$ cat config.mk
export PLATFORM = sky130hd
export DESIGN_NAME = blockram_fifo
export DESIGN_NICKNAME = d
export VERILOG_FILES = /design/src/rtl/blockram_fifo_pkg.sv /design/src/rtl/blockram_fifo_dual_port_blockram.sv /design/src/rtl/blockram_fifo.sv
export SDC_FILE = /design/constraint.sdc
export NUM_CORES = 2
export LEC_CHECK = 0
export CAP_MARGIN = 20
export CORE_ASPECT_RATIO = 0.9
export CORE_MARGIN = 2
export CORE_UTILIZATION = 34
export CTS_CLUSTER_DIAMETER = 200
export DETAILED_ROUTE_END_ITERATION = 10
export HOLD_SLACK_MARGIN = 0.15
export SLEW_MARGIN = 20
export SYNTH_ARGS = -nofsm -noshare
export SYNTH_HDL_FRONTEND = slang
export SYNTH_SLANG_ARGS = --single-unit
$ cat constraint.sdc
create_clock -name clk_in -period 4.35 [get_ports clk_in]
set_input_delay 0.87 -clock clk_in [delete_from_list [all_inputs] [get_ports clk_in]]
set_output_delay 0.87 -clock clk_in [all_outputs]
set_load 0.005 [all_outputs]
$ cat src/rtl/blockram_fifo_pkg.sv
// Shared constants and helpers for blockram_fifo and its block RAM.
package blockram_fifo_pkg;

  localparam int unsigned BYTE_LEN_IN_BITS = 8;

  // Read data appears one cycle after the read is issued.
  localparam int unsigned RamReadLatencyCycles = 1;

  // Output stage depth; two entries are enough to hide the RAM read latency.
  localparam int unsigned StageDepth = 2;

  // Number of byte lanes in one entry.
  function automatic int unsigned write_mask_len(input int unsigned entry_bits);
    return entry_bits / BYTE_LEN_IN_BITS;
  endfunction

endpackage

$ cat src/rtl/blockram_fifo_dual_port_blockram.sv
// Simple dual-port block RAM: one byte-masked write port and one read port with
// registered data and a matching valid. CONFIG_MODE selects "ReadFirst" (old
// data on same-address collision) or "WriteFirst" (new data forwarded).
module dual_port_blockram
  import blockram_fifo_pkg::*;
#(
  parameter int unsigned SINGLE_ENTRY_WIDTH_IN_BITS = 64,
  parameter int unsigned NUM_SET                    = 64,
  parameter int unsigned SET_PTR_WIDTH_IN_BITS      = $clog2(NUM_SET),
  parameter int unsigned WRITE_MASK_LEN = SINGLE_ENTRY_WIDTH_IN_BITS / BYTE_LEN_IN_BITS,
  parameter string       CONFIG_MODE                = "ReadFirst"
) (
  input  logic                                  clk_in,
  input  logic                                  reset_in,
  input  logic                                  read_en_in,
  input  logic [SET_PTR_WIDTH_IN_BITS-1:0]      read_set_addr_in,
  output logic [SINGLE_ENTRY_WIDTH_IN_BITS-1:0] read_port_data_out,
  output logic                                  read_port_valid_out,
  input  logic                                  write_en_in,
  input  logic [SET_PTR_WIDTH_IN_BITS-1:0]      write_set_addr_in,
  input  logic [WRITE_MASK_LEN-1:0]             write_mask_in,
  input  logic [SINGLE_ENTRY_WIDTH_IN_BITS-1:0] write_port_data_in
);

  localparam bit WriteFirst = (CONFIG_MODE == "WriteFirst");

  logic [SINGLE_ENTRY_WIDTH_IN_BITS-1:0] mem [NUM_SET];
  logic [SINGLE_ENTRY_WIDTH_IN_BITS-1:0] rd_data_d, rd_data_q;
  logic                                  rd_valid_q;

  // Byte-masked array write; the array itself is never reset.
  always_ff @(posedge clk_in) begin
    if (write_en_in) begin
      for (int b = 0; b < int'(WRITE_MASK_LEN); b++) begin
        if (write_mask_in[b]) begin
          mem[write_set_addr_in][b*BYTE_LEN_IN_BITS +: BYTE_LEN_IN_BITS] <=
            write_port_data_in[b*BYTE_LEN_IN_BITS +: BYTE_LEN_IN_BITS];
        end
      end
    end
  end

  // Array read word, with same-address forwarding only in write-first mode.
  always_comb begin
    rd_data_d = mem[read_set_addr_in];
    if (WriteFirst && write_en_in && (write_set_addr_in == read_set_addr_in)) begin
      for (int b = 0; b < int'(WRITE_MASK_LEN); b++) begin
        if (write_mask_in[b]) begin
          rd_data_d[b*BYTE_LEN_IN_BITS +: BYTE_LEN_IN_BITS] =
            write_port_data_in[b*BYTE_LEN_IN_BITS +: BYTE_LEN_IN_BITS];
        end
      end
    end
  end

  // Registered read data and valid.
  always_ff @(posedge clk_in or posedge reset_in) begin
    if (reset_in) begin
      rd_data_q  <= '0;
      rd_valid_q <= 1'b0;
    end else begin
      rd_valid_q <= read_en_in;
      if (read_en_in) begin
        rd_data_q <= rd_data_d;
      end
    end
  end

  assign read_port_data_out  = rd_data_q;
  assign read_port_valid_out = rd_valid_q;

endmodule

$ cat src/rtl/blockram_fifo.sv
// Show-ahead ready/valid FIFO backed by dual_port_blockram, with a two-entry
// output stage hiding the RAM read latency. Optional feature macro:
// BLOCKRAM_FIFO_ALMOST_FULL_EN adds ALMOST_FULL_THRESHOLD and almost_full_out.
module blockram_fifo
  import blockram_fifo_pkg::*;
#(
  parameter int unsigned SINGLE_ENTRY_WIDTH_IN_BITS = 64,
  parameter int unsigned NUM_SET                    = 64,
  parameter int unsigned SET_PTR_WIDTH_IN_BITS      = $clog2(NUM_SET)
`ifdef BLOCKRAM_FIFO_ALMOST_FULL_EN
  ,
  parameter int unsigned ALMOST_FULL_THRESHOLD      = NUM_SET - 4
`endif
) (
  input  logic                                  clk_in,
  input  logic                                  reset_in,
  input  logic                                  push_valid_in,
  input  logic [SINGLE_ENTRY_WIDTH_IN_BITS-1:0] push_data_in,
  output logic                                  push_ready_out,
  output logic                                  pop_valid_out,
  output logic [SINGLE_ENTRY_WIDTH_IN_BITS-1:0] pop_data_out,
  input  logic                                  pop_ready_in,
  output logic [SET_PTR_WIDTH_IN_BITS+1:0]      occupancy_out
`ifdef BLOCKRAM_FIFO_ALMOST_FULL_EN
  ,
  output logic                                  almost_full_out
`endif
);

  localparam int unsigned W       = SINGLE_ENTRY_WIDTH_IN_BITS;
  localparam int unsigned PW      = SET_PTR_WIDTH_IN_BITS;
  localparam int unsigned OccW    = PW + 2;
  localparam int unsigned MaskLen = write_mask_len(W);

  localparam logic [PW:0]   NumSetOcc = (PW+1)'(NUM_SET);
  localparam logic [PW-1:0] PtrMax    = PW'(NUM_SET - 1);

  logic [PW-1:0] wr_ptr_d, wr_ptr_q;
  logic [PW-1:0] rd_ptr_d, rd_ptr_q;
  logic [PW:0]   ram_occ_d, ram_occ_q;
  logic          inflight_d, inflight_q;
  logic [1:0]    stage_cnt_d, stage_cnt_q;
  logic [W-1:0]  head_d, head_q;
  logic [W-1:0]  tail_d, tail_q;

  logic          push, pop, rd_issue, capture;
  logic [W-1:0]  ram_rd_data;
  logic          ram_rd_valid;

  dual_port_blockram #(
    .SINGLE_ENTRY_WIDTH_IN_BITS(W),
    .NUM_SET                   (NUM_SET),
    .SET_PTR_WIDTH_IN_BITS     (PW),
    .WRITE_MASK_LEN            (MaskLen),
    .CONFIG_MODE               ("ReadFirst")
  ) u_ram (
    .clk_in             (clk_in),
    .reset_in           (~reset_in),
    .read_en_in         (rd_issue),
    .read_set_addr_in   (rd_ptr_q),
    .read_port_data_out (ram_rd_data),
    .read_port_valid_out(ram_rd_valid),
    .write_en_in        (push),
    .write_set_addr_in  (wr_ptr_q),
    .write_mask_in      ({MaskLen{1'b1}}),
    .write_port_data_in (push_data_in)
  );

  // Handshakes, read issue and RAM-side pointer/occupancy next state.
  always_comb begin
    push_ready_out = reset_in && (ram_occ_q != NumSetOcc);
    pop_valid_out  = (stage_cnt_q != 2'd0);
    push           = push_valid_in && push_ready_out;
    pop            = pop_valid_out && pop_ready_in;
    capture        = ram_rd_valid && inflight_q;
    // ram_occ_q lags a push by one cycle, so the read address never equals a
    // same-cycle write address.
    rd_issue = (ram_occ_q != '0) &&
               (({1'b0, stage_cnt_q} + {2'b0, inflight_q}) < (3'(StageDepth) + {2'b0, pop}));

    wr_ptr_d = wr_ptr_q;
    if (push) begin
      wr_ptr_d = (wr_ptr_q == PtrMax) ? '0 : wr_ptr_q + 1'b1;
    end
    rd_ptr_d = rd_ptr_q;
    if (rd_issue) begin
      rd_ptr_d = (rd_ptr_q == PtrMax) ? '0 : rd_ptr_q + 1'b1;
    end

    ram_occ_d = ram_occ_q;
    if (push && !rd_issue) begin
      ram_occ_d = ram_occ_q + 1'b1;
    end else if (!push && rd_issue) begin
      ram_occ_d = ram_occ_q - 1'b1;
    end

    inflight_d = inflight_q;
    if (rd_issue) begin
      inflight_d = 1'b1;
    end else if (capture) begin
      inflight_d = 1'b0;
    end
  end

  // Output stage next state: head feeds pop_data_out, tail holds the second entry.
  always_comb begin
    stage_cnt_d = stage_cnt_q;
    head_d      = head_q;
    tail_d      = tail_q;
    if (capture && !pop) begin
      stage_cnt_d = stage_cnt_q + 2'd1;
      if (stage_cnt_q == 2'd0) begin
        head_d = ram_rd_data;
      end else begin
        tail_d = ram_rd_data;
      end
    end else if (pop && !capture) begin
      stage_cnt_d = stage_cnt_q - 2'd1;
      if (stage_cnt_q == 2'd2) begin
        head_d = tail_q;
      end
    end else if (pop && capture) begin
      if (stage_cnt_q == 2'd2) begin
        head_d = tail_q;
        tail_d = ram_rd_data;
      end else begin
        head_d = ram_rd_data;
      end
    end
  end

  // Control state registers.
  always_ff @(posedge clk_in or negedge reset_in) begin
    if (!reset_in) begin
      wr_ptr_q    <= '0;
      rd_ptr_q    <= '0;
      ram_occ_q   <= '0;
      inflight_q  <= 1'b0;
      stage_cnt_q <= 2'd0;
      head_q      <= '0;
      tail_q      <= '0;
    end else begin
      wr_ptr_q    <= wr_ptr_d;
      rd_ptr_q    <= rd_ptr_d;
      ram_occ_q   <= ram_occ_d;
      inflight_q  <= inflight_d;
      stage_cnt_q <= stage_cnt_d;
      head_q      <= head_d;
      tail_q      <= tail_d;
    end
  end

  assign pop_data_out  = head_q;
  assign occupancy_out = OccW'(ram_occ_q) + OccW'(inflight_q) + OccW'(stage_cnt_q);

`ifdef BLOCKRAM_FIFO_ALMOST_FULL_EN
  logic almost_full_d, almost_full_q;

  // Threshold compare on current occupancy, registered for the output.
  always_comb begin
    almost_full_d = (occupancy_out >= OccW'(ALMOST_FULL_THRESHOLD));
  end

  // Almost-full flag register.
  always_ff @(posedge clk_in or negedge reset_in) begin
    if (!reset_in) begin
      almost_full_q <= 1'b0;
    end else begin
      almost_full_q <= almost_full_d;
    end
  end

  assign almost_full_out = almost_full_q;
`else
  // No almost-full tracking in this build.
`endif

endmodule
==> metrics.cfg <==
[grt]
grt_pass1_wl_um=645000
grt_pass1_vias=82900
grt_max_degree=93
antenna_found_initial=40
grt-ovfl-total=0
grt_use_total_pct=18.4

[die]
die_w_um=736
core_um2=482000
start_util_pct=34.1
die_area_um2=488000
num_io_pins=142
dieHeight_um=663
rows=242

[power_and_ir_drop]
leakage_uw=0.0593
peakVddDrop_uv=468
power_uw=118000
power_density_nw_per_um2=618

[setup_path]
start_kind=flip-flop
cp_max_fo=7
timing.rr.start=ram_occ_q[1]
path_class=reg2out
ff2ff_setup_slack_ns=0.47
rr_worst_depth=13
r2r-end=ram_occ_q[5]
arrival_ns=3.25
crit_path_end_kind=output pin
required_ns=3.48

[sta]
fin_crit_ns=4.12
fmax_ghz=0.243
slew_headroom_pct=25.8
rsz0062_at_grt=no
finalSetupTns_ns=0
finalHoldWorstSlack_ns=0.360
slew_violations=0
skew_ns=0.0423
post-route-period-util_pct=94.7
hold_viol=0
finalSetupViolations=0
worst_pin_slew_ns=1.11

[layout]
nFillCells=42100
drive_above_1_share_pct=27.2
multiInputGateArea_um2=33900
final_util_pct=39.6
areaGrowthSynthToFinish_pct=16.2
final_nets=8111
regArea_um2=128000
final_cells=14800

[route]
antenna_left=0
viasPerCell=5.57
wl_met3_um=37800
drc=0
top_layer_used=met5
wl_met2_um=218000
wl_met1_um=191000
via_count=82700
wl_per_cell_um=31.1
drt-initial-drc-count=10900
wirelength_um=461000
dr.pass1.iters=6

[yosys]
synthTopCellsByArea=edfxtp_1 75%, mux4_2 12%, dfrtp_1 3.3%
yosysWarnings=0
synth_edf_count=4096
ys_ff_latch=4311
synth-async-reset-ratio_pct=4.99
synth_seq_area_share_pct=78.2
syn_area_um2=164000
synth_top_area_share_pct=74.9
yosysTopAreaCell=edfxtp_1
synth_ff_type=edfxtp_1
synth_cells=7459
synth_nets=7546
yosysMostFrequentCell=edfxtp_1
yosys-top-cells-count=4,096 x edfxtp_1, 897 x mux4_2, 278 x a22oi_1, 249 x mux2i_1, 215 x dfrtp_1
synth.distinct_cells=77
avgSynthCellArea_um2=22.0

[clock_network]
cts_num_sinks=4311
root_buffer=clkbuf_16
tritoncts=built
cts_made_buffers=407
htree_num_levels=5
path_clk_slew_ns=0.07
post_cts.repair.setup_buffers=0
clk_path_buf_depth=4
worstSkewPairLatency_ns=0.94

[place]
globalplace.congestion=0.791
place_inst=14100
place_hpwl_um=259000
port-buffer-count=141

[outcome]
outcome=finished clean

[min_path]
min_from=push_data_in[5]
hold_path_class=in2reg
min_to=u_ram.mem[62][5]
worstHoldPathCells=1

[job]
maxCapViolCount=0

==> cells in the final DEF, fill, tap and decap left out, types with 87 or more instances in the layout <==
cell,n
nand2_1,164
edfxtp_1,4096
a21oi_1,106
o21ai_0,119
clkbuf_16,414
buf_12,162
mux4_2,897
buf_4,321
clkinv_2,87
a22oi_1,278
mux2i_1,249
dfrtp_1,207
mux2_2,158
==> flip-flops by register name, summed over array words and instances (netlist names) <==
name                       flops
inflight_q                     1
pop_data_out                  64
ram_occ_q                      7
rd_ptr_q                       6
stage_cnt_q                    2
tail_q                        64
u_ram.mem                   4096
u_ram.read_port_data_out      64
u_ram.read_port_valid_out      1
wr_ptr_q                       6
==> power by group <==
part           switching, uW  internal (uW)  total, uW
Sequential              1660          47200      48900
Clock                  15600          20900      36500
Combinational          18200          14300      32500
Total                  35500          82400     118000
==> per-stage QoR <==
step	setup slack [ns]	instance area, um^2
after CTS	0.0433	191000
final	0.231	191000
after floorplan	-0.499	164000
after global placement	0.130	177000
after detailed placement	0.122	177000
after global routing	0.0218	191000
==> critical path, stage by stage (launching register included) <==
cell	delay, ns
dfrtp_2	0.43
inv_1	0.11
fa_1	0.41
inv_1	0.09
fa_1	0.22
nand2_1	0.06
or3_1	0.33
xnor2_1	0.14
clkdlybuf4s50_1	0.51
==> repair_timing <==
item | CTS | global route
resized for setup | 0 | 2
endpoints found under the hold margin | 90 | 0
hold buffers | 1 | 0
setup endpoints to repair | 0 | 1
==> area by class of cell <==
class                           instances  area share [%]
Sequential cell                      4311            67.3
Multi-Input combinational cell       2696            17.8
Clock buffer                          493            5.66
Tap cell                             6466            4.24
Timing Repair Buffer                  590            3.45
Clock inverter                        258            1.45
Inverter                               18          0.0381
Antenna cell                            7         0.00919
==> worst max path at each step <==
stage,startpoint,to,slack [ns],cells after the start
after floorplan,reset_in,u_ram.mem[62][0],-0.50,6
after global placement,pop_ready_in,ram_occ_q[5],0.13,15
after detailed placement,pop_ready_in,ram_occ_q[5],0.12,15
after CTS,stage_cnt_q[0],occupancy_out[6],0.04,8
after global routing,ram_occ_q[0],occupancy_out[6],0.02,8
final,stage_cnt_q[0],occupancy_out[6],0.23,8
==> per-layer routing <==
layer  vias to the layer above  global-route usage [%]
li1                      32800                       -
met5                         -                       0
met2                      3918                    29.4
met3                       679                    2.78
met1                     45300                    26.4
met4                        16                    4.97
==> cells by family after synthesis <==
| group | count (synthesis) | synth area share [%] |
|---|---|---|
| flip-flops | 4311 | 78.2 |
| multiplexers | 1304 | 14.9 |
| AO/OA/AOI/OAI | 857 | 3.66 |
| AND/OR/NAND/NOR | 498 | 1.48 |
| buffers and inverters | 452 | 1.48 |
| adder cells (fa/ha/maj) | 19 | 0.159 |
| XOR/XNOR | 18 | 0.0961 |
No activity file was read; power rests on OpenSTA's default activity.
